==> config.mk <==
export PLATFORM = sky130hd
export DESIGN_NAME = mem_access_arbiter
export DESIGN_NICKNAME = d
export VERILOG_FILES = /design/src/rtl/mem_access_arbiter.sv
export SDC_FILE = /design/constraint.sdc
export NUM_CORES = 1
export LEC_CHECK = 0
export CAP_MARGIN = 40
export CORE_UTILIZATION = 46
export CTS_BUF_LIST = sky130_fd_sc_hd__clkbuf_8
export DETAILED_ROUTE_END_ITERATION = 12
export PLACE_DENSITY = 0.93
export SKIP_CTS_REPAIR_TIMING = 1
export SLEW_MARGIN = 30
export SYNTH_ARGS = -nofsm -noshare
export SYNTH_HDL_FRONTEND = slang
export SYNTH_SLANG_ARGS = --single-unit
==> constraint.sdc <==
create_clock -name clk -period 5.4 [get_ports clk]
set_clock_uncertainty 0.2 [all_clocks]
set_input_delay 1.08 -clock clk [delete_from_list [all_inputs] [get_ports clk]]
set_output_delay 1.08 -clock clk [all_outputs]
set_load 0.02 [all_outputs]
==> src/rtl/mem_access_arbiter.sv <==
// Arbitrates the single MMU port between the I-side refill and D-side miss/write paths.
// Optional bus-state timeout is enabled by defining ARB_TIMEOUT_EN.

`ifndef MMU_WIDTH_BYTE
`define MMU_WIDTH_BYTE 2'b00
`endif
`ifndef MMU_WIDTH_HALF
`define MMU_WIDTH_HALF 2'b01
`endif
`ifndef MMU_WIDTH_WORD
`define MMU_WIDTH_WORD 2'b10
`endif

module mem_access_arbiter #(
  parameter int unsigned STARVE_LIMIT   = 4,
  parameter int unsigned TIMEOUT_CYCLES = 255
) (
  input  logic        clk,
  input  logic        reset_n,
  input  logic        i_req,
  input  logic [31:0] i_addr,
  output logic        i_ack,
  output logic [31:0] i_rdata,
  input  logic        d_req,
  input  logic        d_we,
  input  logic        d_signed,
  input  logic [1:0]  d_width,
  input  logic [31:0] d_addr,
  input  logic [31:0] d_wdata,
  output logic        d_ack,
  output logic [31:0] d_rdata,
  output logic        err,
  output logic        busy,
  input  logic        mmu_mem_ready,
  input  logic [31:0] mmu_data_out,
  output logic        mmu_write_enable,
  output logic        mmu_read_enable,
  output logic        mmu_mem_signed_read,
  output logic [1:0]  mmu_mem_data_width,
  output logic [31:0] mmu_address,
  output logic [31:0] mmu_data_in
);

  typedef enum logic [1:0] {StIdle, StIBus, StDBus, StDone} state_e;

  localparam int unsigned StarveW = $clog2(STARVE_LIMIT + 1);
  localparam logic [StarveW-1:0] StarveMax = StarveW'(STARVE_LIMIT);

  state_e state_q, state_d;
  logic [StarveW-1:0] starve_q, starve_d;

  logic        i_ack_q, i_ack_d, d_ack_q, d_ack_d, err_q, err_d;
  logic [31:0] i_rdata_q, i_rdata_d, d_rdata_q, d_rdata_d;
  logic        we_q, we_d, re_q, re_d, sgn_q, sgn_d;
  logic [1:0]  width_q, width_d;
  logic [31:0] addr_q, addr_d, wdata_q, wdata_d;

  logic in_bus, done_ok, expire, leave_bus, grant_d;

  assign in_bus  = (state_q == StIBus) || (state_q == StDBus);
  assign done_ok = in_bus && mmu_mem_ready;
  // D wins unless I has waited out its starvation budget.
  assign grant_d = d_req && !(i_req && (starve_q == StarveMax));

`ifdef ARB_TIMEOUT_EN
  localparam int unsigned ToW = $clog2(TIMEOUT_CYCLES + 1);
  localparam logic [ToW-1:0] ToLast = ToW'(TIMEOUT_CYCLES - 1);
  logic [ToW-1:0] to_cnt_q, to_cnt_d;

  always_comb begin
    to_cnt_d = to_cnt_q;
    if (!in_bus)                    to_cnt_d = '0;
    else if (!mmu_mem_ready)        to_cnt_d = to_cnt_q + ToW'(1);
  end

  always_ff @(posedge clk or negedge reset_n) begin
    if (!reset_n) to_cnt_q <= '0;
    else          to_cnt_q <= to_cnt_d;
  end

  // Ready on the terminal cycle wins over the timeout.
  assign expire = in_bus && !mmu_mem_ready && (to_cnt_q == ToLast);
`else
  logic unused_timeout_param;
  assign unused_timeout_param = |TIMEOUT_CYCLES;
  assign expire = 1'b0;
`endif

  assign leave_bus = done_ok || expire;

  always_ff @(posedge clk or negedge reset_n) begin
    if (!reset_n) state_q <= StIdle;
    else          state_q <= state_d;
  end

  always_comb begin
    state_d  = state_q;
    starve_d = starve_q;
    unique case (state_q)
      StIdle: begin
        if (grant_d)    state_d = StDBus;
        else if (i_req) state_d = StIBus;
        if (!i_req)       starve_d = '0;
        else if (grant_d) starve_d = (starve_q == StarveMax) ? starve_q : starve_q + StarveW'(1);
        else              starve_d = '0;
      end
      StIBus, StDBus: if (leave_bus) state_d = StDone;
      StDone:         state_d = StIdle;
      default:        state_d = StIdle;
    endcase
  end

  always_comb begin
    i_ack_d   = 1'b0;
    d_ack_d   = 1'b0;
    err_d     = 1'b0;
    i_rdata_d = i_rdata_q;
    d_rdata_d = d_rdata_q;
    we_d      = we_q;
    re_d      = re_q;
    sgn_d     = sgn_q;
    width_d   = width_q;
    addr_d    = addr_q;
    wdata_d   = wdata_q;
    unique case (state_q)
      StIdle: begin
        if (grant_d) begin
          we_d    = d_we;
          re_d    = !d_we;
          sgn_d   = d_signed;
          width_d = d_width;
          addr_d  = d_addr;
          wdata_d = d_wdata;
        end else if (i_req) begin
          we_d    = 1'b0;
          re_d    = 1'b1;
          sgn_d   = 1'b0;
          width_d = `MMU_WIDTH_WORD;
          addr_d  = i_addr;
        end
      end
      StIBus, StDBus: begin
        if (leave_bus) begin
          we_d  = 1'b0;
          re_d  = 1'b0;
          err_d = !done_ok;
          if (state_q == StIBus) begin
            i_ack_d   = 1'b1;
            i_rdata_d = done_ok ? mmu_data_out : 32'h0;
          end else begin
            d_ack_d = 1'b1;
            if (re_q) d_rdata_d = done_ok ? mmu_data_out : 32'h0;
          end
        end
      end
      default: ;
    endcase
  end

  always_ff @(posedge clk or negedge reset_n) begin
    if (!reset_n) begin
      starve_q  <= '0;
      i_ack_q   <= 1'b0;
      d_ack_q   <= 1'b0;
      err_q     <= 1'b0;
      i_rdata_q <= '0;
      d_rdata_q <= '0;
      we_q      <= 1'b0;
      re_q      <= 1'b0;
      sgn_q     <= 1'b0;
      width_q   <= `MMU_WIDTH_WORD;
      addr_q    <= '0;
      wdata_q   <= '0;
    end else begin
      starve_q  <= starve_d;
      i_ack_q   <= i_ack_d;
      d_ack_q   <= d_ack_d;
      err_q     <= err_d;
      i_rdata_q <= i_rdata_d;
      d_rdata_q <= d_rdata_d;
      we_q      <= we_d;
      re_q      <= re_d;
      sgn_q     <= sgn_d;
      width_q   <= width_d;
      addr_q    <= addr_d;
      wdata_q   <= wdata_d;
    end
  end

  assign i_ack               = i_ack_q;
  assign d_ack               = d_ack_q;
  assign err                 = err_q;
  assign i_rdata             = i_rdata_q;
  assign d_rdata             = d_rdata_q;
  assign busy                = (state_q != StIdle);
  assign mmu_write_enable    = we_q;
  assign mmu_read_enable     = re_q;
  assign mmu_mem_signed_read = sgn_q;
  assign mmu_mem_data_width  = width_q;
  assign mmu_address         = addr_q;
  assign mmu_data_in         = wdata_q;

endmodule

==> flow_metrics.py <==
metrics = {
    "global_route": {
        "grt_pass1_vias": 5000,
        "track_usage": 0.258,
        "grt_max_degree": 102,
        "overflow": 0,
        "grt_pass1_wl_um": 26000,
        "antenna_found_initial": 0,
    },
    "placed_design": {
        "portBuffers": 272,
        "place_inst": 865,
        "placed_area_um2": 8800,
        "gp_congestion": 0.848,
        "hpwl_um": 12600,
        "detailedPlace.worstSlack_ns": 1.81,
    },
    "power": {
        "irDropWorstVdd_mv": 0.286,
        "cellPowerDensity_nw_per_um2": 626,
        "seq_power_share": 0.322,
        "pwr-share-clk": 0.173,
        "power.switching_mw": 2.13,
        "fin_total_pwr_mw": 5.82,
        "intPower_mw": 3.69,
        "combPwrFrac": 0.506,
        "p_leak_nw": 3.98,
        "switching_share": 0.366,
    },
    "clock_network": {
        "clk_latency_ns": 0.42,
        "clk_path_buf_depth": 2,
        "clockRootBuffer": "clkbuf_8",
        "clock_sinks": 140,
        "htreeDepth": 4,
        "cts_made_buffers": 17,
        "cts_tree": "yes",
        "clk_pin_slew_ns": 0.08,
    },
    "floorplan": {
        "io_pins": 274,
        "die_area_um2": 13600,
        "fp.dieW_um": 117,
        "die_h_um": 117,
        "core-area_um2": 12700,
        "start_util": 0.477,
        "fp-row-count": 41,
    },
    "setup_path": {
        "cp-end-kind": "register",
        "required_ns": 5.50,
        "crit_fanout": 38,
        "path_class": "in2reg",
        "reg2reg_depth": 5,
        "start_kind": "input pin",
        "r2r-start": "state_q[1]",
        "crit_start": "i_req",
        "cp_data_arrival_time_ns": 3.29,
    },
    "sta": {
        "slew_violations": 0,
        "fmax_ghz": 0.314,
        "slew_headroom": 0.462,
        "setup_slack_ns": 2.21,
        "final.period_utilization": 0.590,
        "tns_ns": 0,
        "final_hold_viol_count": 0,
        "setup_violations": 0,
        "rsz0062_at_grt": "false",
        "worstMarginPinSlew_ns": 0.803,
        "period_needed_ns": 3.19,
        "hold_ws_ns": 0.297,
    },
    "synthesis": {
        "syn_area_um2": 6060,
        "ys_seq_area_frac": 0.578,
        "ys_async_sr_fraction": 1.00,
        "synthCells": 450,
        "synth_warnings": 0,
        "synth-main-ff-cell": "dfrtp_1",
        "synth.distinct_cells": 38,
        "synth_seq_cells": 140,
        "synthesis.nets": 592,
        "synth_edf_count": 0,
        "avgSynthCellArea_um2": 13.5,
    },
    "final_layout": {
        "final_layout_size_suffix_gt1_frac": 0.224,
        "final_cell_mix": "clkdlybuf4s50_1 (271), dfrtp_1 (139), nand2_1 (70)",
        "fin_cells": 896,
        "nFillCells": 848,
        "syn_to_final_growth_pct": 53.5,
        "antenna_cells": 0,
        "postLayoutCoreUtil": 0.732,
        "finalInstanceArea_um2": 9310,
        "final_net_count": 855,
        "layout_commonest_cell": "clkdlybuf4s50_1",
    },
    "routing": {
        "drtPass1Iterations": 5,
        "ant_nets": 0,
        "drc": 0,
        "wl_um": 17700,
        "vias": 4800,
        "via_per_inst": 5.36,
        "drtIter0Drc": 329,
        "wl_per_cell_um": 19.7,
    },
    "worst_hold_path": {
        "hold_depth": 2,
        "worstHoldPathType": "reg2reg",
        "hold_start": "mmu_address[18]",
    },
    "flow_run": {
        "cap_violations": 0,
    },
    "run_status": {
        "status": "finished, final reports clean",
    },
}
==> power by group through the flow <==
stage | sequential (mW) | clock, mW | combinational (mW)
CTS | 1.87 | 1.02 | 2.97
detailed placement | 1.87 | 0 | 2.95
global placement | 1.82 | 0 | 2.85
global route | 1.92 | 1.07 | 3.11
finish | 1.87 | 1.01 | 2.95
floorplan | 2.43 | 0 | 1.01
==> registers in the layout (all words and copies together), names as in the netlist <==
signal               count
d_rdata                 32
i_rdata                 32
mmu_address             32
mmu_data_in             32
starve_q                 3
mmu_mem_data_width       2
state_q                  2
d_ack                    1
i_ack                    1
mmu_mem_signed_read      1
mmu_read_enable          1
mmu_write_enable         1
==> per-layer routing <==
layer  track usage  part of all wire
met5             0                 0
met4         0.132             0.037
met3        0.0865             0.087
met2         0.458              0.52
met1         0.273              0.35
==> logic make-up after synthesis <==
kind of cell / count (synthesis) / share of synthesized area
and+or+nand+nor: 118 / 0.0927
other: 1 / 0.000618
xor gates and xnor gates: 1 / 0.00144
DFF: 140 / 0.578
buffers and inverters: 41 / 0.0450
muxes: 98 / 0.199
adders and majority gates: 5 / 0.0103
AOI/OAI and AO/OA: 46 / 0.0728
==> layout make-up <==
cell class                      instances  area [um2]  share of cell area
Clock buffer                           19         262              0.0281
Clock inverter                         11         216              0.0233
Inverter                                6        22.5             0.00242
Multi-Input combinational cell        269        2290               0.246
Sequential cell                       140        3500               0.377
Tap cell                              172         215              0.0231
Timing Repair Buffer                  279        2800               0.301
==> cell usage after synthesis (2+ instances only) <==
cell type | count | area, um2
o211ai_1 | 12 | 90.1
nand4_1 | 32 | 200
mux2_4 | 28 | 420
nand3_1 | 2 | 10.0
dfrtp_1 | 139 | 3480
nor2_1 | 7 | 26.3
ha_1 | 5 | 62.6
buf_2 | 15 | 75.1
inv_1 | 6 | 22.5
a32o_1 | 2 | 20.0
o21ai_0 | 2 | 10.0
nor2b_1 | 2 | 12.5
clkbuf_1 | 8 | 30.0
nand2_1 | 70 | 263
mux2_2 | 69 | 777
o211ai_2 | 20 | 250
buf_6 | 7 | 78.8
a31oi_1 | 2 | 12.5
buf_12 | 2 | 40.0
a21oi_1 | 2 | 10.0
==> path summary, 6_finish.rpt <==
check / to / slack [ns]
max: mmu_address[31] / 2.21
max reg2reg: mmu_data_in[2] / 2.89
max in group asynchronous: mmu_mem_data_width[1] / 3.46
min: mmu_address[18] / 0.30
min reg2reg: mmu_address[18] / 0.30
min in group asynchronous: i_rdata[14] / 0.35
==> worst max-delay path, stage by stage <==
cell and delay, ns:
clkdlybuf4s50_1 0.58, nand3_4 0.44, and2_1 0.60, buf_4 0.42, o211ai_1 0.15
(Power assumes the default switching activity.)
==> RTL edit (same settings) <==
Set the parameter `STARVE_LIMIT` to 2 (it was 4).
--- a/src/rtl/mem_access_arbiter.sv
+++ b/src/rtl/mem_access_arbiter.sv
@@ -12,7 +12,7 @@
 `endif
 
 module mem_access_arbiter #(
-  parameter int unsigned STARVE_LIMIT   = 4,
+  parameter int unsigned STARVE_LIMIT   = 2,
   parameter int unsigned TIMEOUT_CYCLES = 255
 ) (
   input  logic        clk,
Behaviour: same outputs for any inputs over 4 cycles, from zero or initial values and one cycle with reset_n low; that may be too few to reach the edited logic, so the function may still have changed.
==> RTL edit against the unedited design <==
- sequential cell count down 1
- non-clock buffer count down 1
- area after synthesis down 6.1%
- wire length down 9.5%
- total power down 4.1%
- cell area down 4.3%
- setup slack worse by 340 ps
- synthesized cell count down 4.7%
- highest routed layer unchanged
==> RTL edit: results <==
export IMPL_placed_area_um2=8507
export IMPL_wl_met3_mm=1.262
export IMPL_grtUsageMet1_pct=27.01
export IMPL_vdd_drop_max_mv=0.3467
export IMPL_grt_max_degree=93
export IMPL_synth_avg_cell_area_um2=13.28
export IMPL_status="finished, final reports clean"
export IMPL_dp_hpwl_mm=11.21
export IMPL_finalPower_mw=5.584
export IMPL_grt_pass1_vias=4770
export IMPL_grt_pass1_wl_mm=24.50
export IMPL_area_growth_pct=56.37
export IMPL_p_clk_share_pct=13.7
export IMPL_fill_cells=772
export IMPL_drive_gt1_share_pct=19.35
export IMPL_dp_cells=848
export IMPL_internal_power_mw=3.492
export IMPL_gr_usage_met3_pct=9.480
export IMPL_synth_seq_area_share_pct=61.09
export IMPL_cp_data_arrival_time_ps=2250
export IMPL_holdWs_ps=304.5
export IMPL_met2_usage_pct=44.38
export IMPL_relSlewSlack_pct=47.63
export IMPL_synth_cell_types=33
export IMPL_drt_total_wl_mm=16.00
export IMPL_place_ws_ps=2149
[RTL edit: changes by cell type in the layout (fill, tap and decap cells not counted), moves of 5 or more]
| cell | delta |
|---|---|
| a21oi_1 | +63 |
| bufinv_16 | -5 |
| inv_1 | +7 |
| nand2_1 | -37 |
| nand4_1 | -32 |
| nor2_1 | +27 |
| o211ai_1 | -12 |
| o211ai_2 | -20 |
[RTL edit: critical path, stage by stage (launching register included)]
cell             delay [ps]
dfrtp_1                 360
inv_1                   110
ha_1                    520
inv_1                   210
clkdlybuf4s50_1         610
[RTL edit: worst paths after layout]
| path | endpoint | slack (ps) | cells after the start | startpoint |
|---|---|---|---|---|
| max | busy | 1870 | 4 | state_q[1]$_DFFE_PN0P_ |
| max reg2reg | d_rdata[13]$_DFFE_PN0P_ | 3050 | 5 | state_q[0]$_DFFE_PN0P_ |
| min reg2reg | d_rdata[31]$_DFFE_PN0P_ | 300 | 1 | d_rdata[31]$_DFFE_PN0P_ |
| max in group asynchronous | mmu_data_in[1]$_DFFE_PN0P_ | 3740 | 2 | reset_n |
| min in group asynchronous | i_rdata[25]$_DFFE_PN0P_ | 310 | 1 | reset_n |
| min | d_rdata[31]$_DFFE_PN0P_ | 300 | 1 | d_rdata[31]$_DFFE_PN0P_ |
[RTL edit: kinds of logic after synthesis]
logic type / count (synthesis) / share of synthesized area (%)
flops: 139 / 61.09
mux: 100 / 21.62
compound gates: 78 / 7.865
simple gates: 73 / 5.185
buf+inv: 34 / 3.295
fa+ha+maj: 4 / 0.8788
other cells: 1 / 0.06584
[RTL edit: cell type report]
class	instances	area share [%]
clock buffer	20	3.091
clock inverter	11	0.9132
tap	168	2.360
sequential	139	39.07
multi-input combinational	256	22.79
timing repair buffer	278	31.40
inverter	9	0.3793
